## config.mk

```make
export PLATFORM = sky130hd
export DESIGN_NAME = puf_race_counter
export DESIGN_NICKNAME = d
export VERILOG_FILES = /design/src/rtl/puf_race_counter.sv
export SDC_FILE = /design/constraint.sdc
export NUM_CORES = 1
export LEC_CHECK = 0
export CAP_MARGIN = 30
export CORE_MARGIN = 2
export CORE_UTILIZATION = 59
export CTS_BUF_LIST = sky130_fd_sc_hd__clkbuf_4 sky130_fd_sc_hd__clkbuf_8 sky130_fd_sc_hd__clkbuf_16
export CTS_CLUSTER_SIZE = 14
export DETAILED_ROUTE_END_ITERATION = 8
export MAX_ROUTING_LAYER = met4
export PLACE_DENSITY_LB_ADDON = 0.05
export SKIP_LAST_GASP = 1
export SYNTH_ARGS = -nofsm -noshare
export SYNTH_HDL_FRONTEND = slang
export SYNTH_SLANG_ARGS = --single-unit
```

## constraint.sdc

```tcl
create_clock -name clk -period 4.4 [get_ports clk]
set_input_delay 0.88 -clock clk [delete_from_list [all_inputs] [get_ports clk]]
set_output_delay 0.88 -clock clk [all_outputs]
set_load 0.02 [all_outputs]
```

## src/rtl/puf_race_counter.sv

```systemverilog
// Multi-channel PUF race counter: first channel to reach the goal wins,
// with tie detection, timeout and frozen result readout.
module puf_race_counter #(
  parameter int N     = 23,
  parameter int NCH   = 2,
  parameter int IDX_W = 1,
  parameter int TMO_W = 24
) (
  input  logic             clk,
  input  logic             reset,
  input  logic             start,
  input  logic [N-1:0]     goal,
  input  logic [NCH-1:0]   inc,
  output logic             busy,
  output logic             done,
  output logic             valid,
  output logic [IDX_W-1:0] winner,
  output logic             tie,
  output logic             timeout,
  output logic [NCH*N-1:0] counts
);

  typedef enum logic [1:0] {
    IDLE = 2'd0,
    RUN  = 2'd1,
    DONE = 2'd2
  } state_e;

  state_e           state_q, state_d;
  logic [N-1:0]     cnt_q [NCH];
  logic [N-1:0]     cnt_d [NCH];
  logic [TMO_W-1:0] cyc_q, cyc_d;
  logic [N-1:0]     goal_q, goal_d;
  logic             done_q, done_d;
  logic             valid_q, valid_d;
  logic [IDX_W-1:0] winner_q, winner_d;
  logic             tie_q, tie_d;
  logic             timeout_q, timeout_d;

  logic             hit_any;
  logic             hit_tie;
  logic [IDX_W-1:0] hit_idx;

  // Ascending scan: the first hit sets the winner, any later hit is a tie.
  always_comb begin
    hit_any = 1'b0;
    hit_tie = 1'b0;
    hit_idx = '0;
    for (int i = 0; i < NCH; i++) begin
      if (cnt_q[i] == goal_q) begin
        if (hit_any) hit_tie = 1'b1;
        else         hit_idx = IDX_W'(i);
        hit_any = 1'b1;
      end
    end
  end

  always_comb begin
    state_d   = state_q;
    cnt_d     = cnt_q;
    cyc_d     = cyc_q;
    goal_d    = goal_q;
    done_d    = 1'b0;
    valid_d   = valid_q;
    winner_d  = winner_q;
    tie_d     = tie_q;
    timeout_d = timeout_q;
    unique case (state_q)
      IDLE, DONE: begin
        if (start) begin
          state_d   = RUN;
          for (int i = 0; i < NCH; i++) cnt_d[i] = '0;
          cyc_d     = '0;
          goal_d    = goal;
          valid_d   = 1'b0;
          winner_d  = '0;
          tie_d     = 1'b0;
          timeout_d = 1'b0;
        end
      end
      RUN: begin
        if (hit_any) begin
          state_d  = DONE;
          done_d   = 1'b1;
          valid_d  = 1'b1;
          winner_d = hit_idx;
          tie_d    = hit_tie;
        end else if (&cyc_q) begin
          state_d   = DONE;
          done_d    = 1'b1;
          valid_d   = 1'b1;
          timeout_d = 1'b1;
          winner_d  = '0;
          tie_d     = 1'b0;
        end else begin
          for (int i = 0; i < NCH; i++)
            cnt_d[i] = cnt_q[i] + N'(inc[i]);
          cyc_d = cyc_q + TMO_W'(1);
        end
      end
      default: state_d = IDLE;
    endcase
  end

  always_ff @(posedge clk) begin
    if (reset) begin
      state_q   <= IDLE;
      for (int i = 0; i < NCH; i++) cnt_q[i] <= '0;
      cyc_q     <= '0;
      goal_q    <= '0;
      done_q    <= 1'b0;
      valid_q   <= 1'b0;
      winner_q  <= '0;
      tie_q     <= 1'b0;
      timeout_q <= 1'b0;
    end else begin
      state_q   <= state_d;
      cnt_q     <= cnt_d;
      cyc_q     <= cyc_d;
      goal_q    <= goal_d;
      done_q    <= done_d;
      valid_q   <= valid_d;
      winner_q  <= winner_d;
      tie_q     <= tie_d;
      timeout_q <= timeout_d;
    end
  end

  always_comb begin
    counts = '0;
    for (int i = 0; i < NCH; i++)
      counts[i*N +: N] = cnt_q[i];
  end

  assign busy    = (state_q == RUN);
  assign done    = done_q;
  assign valid   = valid_q;
  assign winner  = winner_q;
  assign tie     = tie_q;
  assign timeout = timeout_q;

endmodule

```

; Yosys cells after proc, flatten, opt, wreduce, memory -nomap -nowiden
; Index checks and enable logic that the tools add are counted.
[classes]
mux = 31
eq_ne = 9
shifts = 0
magnitude_cmp = 0
n_addsub = 3
div_mod_pow = 0
bitwise_logic = 1
multipliers = 0
reduce_logical = 10
[ops]
columns = cell, n
row1 = 2-to-1 mux 46 bit, 3
row2 = case mux 46 bit (2 select lines), 1
row3 = 2-to-1 mux 24 bit, 3
row4 = case mux 24 bit (2 select lines), 1
row5 = adder 23 x 1 -> 23 bit, 2
row6 = equality test 23 bit, 2
row7 = "adder 24 x 1 -> 24 bit, second input constant", 1
row8 = AND reduction 24 bit, 1
row9 = 2-to-1 mux 1 bit, 15
row10 = case mux 1 bit (2 select lines), 4
row11 = AND reduction 4 bit, 2
row12 = 2-to-1 mux 2 bit, 3
row13 = "inequality test 2 bit, second input constant", 3
row14 = case mux 2 bit (2 select lines), 1
row15 = AND reduction 2 bit, 2
row16 = OR reduction 2 bit, 2
row17 = "inequality test 3 x 1 -> 1 bit, second input constant", 1
row18 = AND reduction 3 bit, 1
row19 = "equality test 2 x 1 -> 1 bit, second input constant", 1
row20 = "equality test 2 bit, second input constant", 1
row21 = zero test 2 bit, 1
row22 = "inequality test 2 x 1 -> 1 bit, second input constant", 1
row23 = nonzero test 2 bit, 1
row24 = NOT 1 bit, 1
[totals]
word_cells = 64
output_inout_bits = 52
ram_bits = 0
in_bits = 28
rom_bits = 0
ff_bits = 100
n_memories = 0
latch_bits = 0

; Depth between registers and ports, before layout
[depth]
ltp_word = 6
ltp_mapped = 10

; Worst setup path after synthesis
; No wires, ideal clock.
[synth_path]
path_type = register to output
from = reg state_q[1]
to = out busy
stages_incl_launch_ff = 7
arrival_ns = 1.509
path_slack_ns = 2.011
path_buffers = 4
cell_sequence = dfxtp_1 nand2b_1 clkbuf_1 inv_1 buf_2 buf_1 buf_1
[synth_via]
elab_chain_cells = 1
[synth_rtl]
columns = element, line_no
row1 = "start, declared", 29  ; state_e state_q, state_d;
row2 = "start signal, assigned", 117  ; state_q <= state_d;
row3 = equality test 2 x 1 -> 1 bit, 135  ; assign busy = (state_q == RUN);
row4 = "end, declared", 14  ; output logic busy,
; Every way passes these cells.

; Worst setup path in the final report
[layout_path]
from = reg cyc_q[0]
to = reg cyc_q[21]
[layout_via]
elab_chain_cells = 4
[layout_rtl]
columns = element, line_no
row1 = "start, declared", 32  ; logic [TMO_W-1:0] cyc_q, cyc_d;
row2 = "start signal, assigned", 119  ; cyc_q <= cyc_d;
row3 = adder 24 x 1 -> 24 bit, 98  ; cyc_d = cyc_q + TMO_W'(1);
row4 = 2-to-1 mux 24 bit, 88  ; end else if (&cyc_q) begin
row5 = 2-to-1 mux 24 bit, 82  ; if (hit_any) begin
row6 = case mux 24 bit (2 select lines), 68  ; unique case (state_q)
; Several ways; a longest one is shown, not always the timed one. The select of a mux whose other input is x is not followed.
; A chain may end at the register's enable or synchronous reset.

==> flow_metrics.tcl <==
set metrics [dict create \
    die_h_um 101.8 \
    synth_top_area_cell "dfxtp_1" \
    hold_violations 0 \
    cts_num_sinks 100 \
    grt_pass1_wl_um 25060 \
    synth_nets 714 \
    gp_congestion 0.9476 \
    rsz0062_at_grt "false" \
    antenna_found_initial 0 \
    setup_tns_ns 0 \
    ctsHoldBuffers 0 \
    hold_class "register to register" \
    drt_iter0_drc 482 \
    area_growth_pct 17.39 \
    fin_crit_ns 2.967 \
    clk_latency_ns 0.38 \
    p_per_area_nw_per_um2 274.9 \
    clock_skew_ns 0.01409 \
    fin_crit_sh 0.6744 \
    fin_nets 760 \
    power_switching_uw 528.1 \
    internal_power_mw 1.292 \
    routed_via_density 6.212 \
    ys_warn_count 0 \
    dieArea_um2 10360 \
    num_rows 35 \
    numCtsBuffers 9 \
    crit_chain "ha_1, and3_1, and3_1, nand4_1, nand3_2, or4b_1, mux2_1" \
    p_seq_frac 0.521 \
    clockPowerShare 0.328 \
    dr_total_vias 5342 \
    ys_seq_area_frac 0.3549 \
    wl_per_cell_um 18.14 \
    synthArstFlopShare 0 \
    syn_inst 681 \
    required_ns 4.67 \
    power_frac_comb 0.151 \
    critPathSlowestCell "or4b_1" \
    p_leak_nw 2.571 \
    layout-drive-gt1-share 0.09439 \
    synth_area_leaders "dfxtp_1 35%, nand2_1 5.7%, mux2_2 5.4%, nor3b_1 4.9%, xnor2_1 4.2%" \
    grt_pass1_vias 5021 \
    crit_path_end_kind "register" \
    num_io_pins 80 \
    drcViolationCount 0 \
    synth.top_cell.area_share 0.3549 \
    nFillCells 764 \
    overflow 0 \
    drv_cap 0 \
    routed_wl_um 15600 \
    core_area_um2 9240 \
    grt_max_degree 103 \
    cts_tree "done" \
    cpMostUsedCell "and3_1" \
    finalPower_mw 1.820 \
    clk_pin_slew_ns 0.10 \
    peakVddDrop_uv 207.3 \
    crit_path_max_incr_delay_ns 0.75 \
    cts_root_buffer "clkbuf_8" \
    synth_cell_types 47 \
    maxClockFrequency_mhz 337.0 \
    grt_use_total 0.3172 \
    ys_ff_latch 100 \
    htree_num_levels 3 \
    dpl.hpwl_um 10620 \
    worstSetupPathType "register to register" \
    status "finished, final reports clean" \
    postLayoutCoreUtil 0.7166 \
    dr.pass1.iters 6 \
    diodes 0 \
    avgSynthCellArea_um2 8.283 \
    io_buffers 79 \
    postSynth.topFlopCell "dfxtp_1" \
    critPathArrivalTime_ns 3.23 \
    critPathLaunchType "register" \
    p_sw_frac 0.2901 \
    cts_setup_buffers 0 \
    ant_nets 0 \
    drv_slew 0 \
    post_cts_resize_count 0 \
    clockBufferDepth 2 \
    die_width_um 101.8 \
    syn-cell-area_um2 5640 \
    tightest_slew_ns 0.9659 \
    synth-edff-count 0 \
    slew_headroom 0.3561 \
    crit_fanout 34 \
    start_util 0.6104 \
    finalSetupViolations 0 \
]
[cells in the final DEF (no fill, tap or decap), types with 7 or more instances in the layout]
cell and instances:
xor2_1 19, and3_1 28, nand3_1 40, mux2_2 27, dfxtp_1 100, xnor2_1 27, nand4_1 33, nor2_1 59
o211ai_1 9, nand2_1 85, clkdlybuf4s50_1 78, mux2i_1 15, mux2_1 8, buf_4 8, nor3b_1 37, nor4_1 12
or2_2 7, clkbuf_8 9, and2_1 8, a21oi_1 32, or3_1 12, a31oi_1 10, or4_1 9
[synth_stat cells, drive strengths merged (3+ instances only)]
cell,count
or4,9
o41ai,3
o211ai,9
buf,17
nor4,13
a21oi,32
clkbuf,35
nand3,42
nor3,6
nor2,59
xnor2,27
or3,12
a41o,4
mux2,35
mux2i,15
and2,8
ha,5
o31ai,4
nor3b,37
nand4,35
a31oi,10
or2,7
and3,29
nand2b,6
inv,5
dfxtp,100
xor2,19
nand2,85
[area by class of cell]
cell class / instances / area [um^2] / share of cell area
Clock inverter: 4 / 51.30 / 0.007748
Sequential cell: 100 / 2002 / 0.3023
Multi-Input combinational cell: 524 / 3381 / 0.5106
Timing Repair Buffer: 87 / 868.3 / 0.1311
Tap cell: 129 / 161.4 / 0.02438
Clock buffer: 11 / 138.9 / 0.02098
Inverter: 5 / 18.77 / 0.002834
[cells by family after synthesis]
logic type,count (synthesis),synth area share
simple gates,353,0.3383
flops,100,0.3549
compound gates,70,0.08052
buf+inv,57,0.04725
mux,50,0.09649
xor+xnor,46,0.07143
fa+ha+maj,5,0.01109
[worst paths after layout]
check	from	endpoint	slack (ns)	cells past startpoint
max	cyc_q[0]	cyc_q[21]	1.43	7
min reg2reg	cyc_q[18]	cyc_q[18]	0.49	2
max reg2reg	cyc_q[0]	cyc_q[21]	1.43	7
min	cyc_q[18]	cyc_q[18]	0.49	2
[critical path, delay by kind of cell (launching register included)]
kind	cells	cell delay [ns]
simple gates	5	1.98
fa+ha+maj	1	0.20
mux	1	0.34
flops	1	0.34
[metrics by stage]
stage | hold slack [ns] | cell area [um^2] | instances | setup WS [ns]
after floorplan | 0.4461 | 5640 | 681 | 2.011
after global placement | 0.4569 | 6404 | 844 | 1.430
after detailed placement | 0.4769 | 6431 | 845 | 1.411
after CTS | 0.4924 | 6621 | 860 | 1.462
after global routing | 0.5079 | 6621 | 860 | 1.328
final | 0.4894 | 6621 | 860 | 1.433
[layer usage]
layer,vias to the layer above,part of all wire,global-route usage
li1,2526,-,-
met1,2508,0.41,0.3991
met2,262,0.48,0.5111
met3,46,0.085,0.06004
met4,0,0.027,0.1071
met5,-,0,-
[power groups by stage]
stage                     clock network [mW]  registers [mW]  logic [mW]
after floorplan                            0           0.963       0.196
after global placement                     0           0.969       0.256
after detailed placement                   0           0.970       0.270
after CTS                              0.603           0.949       0.270
after global routing                   0.640           0.951       0.298
final                                  0.597           0.949       0.274
[flip-flops by register name, indices dropped and copies added (netlist names)]
register  flops
timeout       1
done          1
tie           1
winner        1
goal_q       23
valid         1
counts       46
state_q       2
cyc_q        24
(Power assumes the default switching activity.)
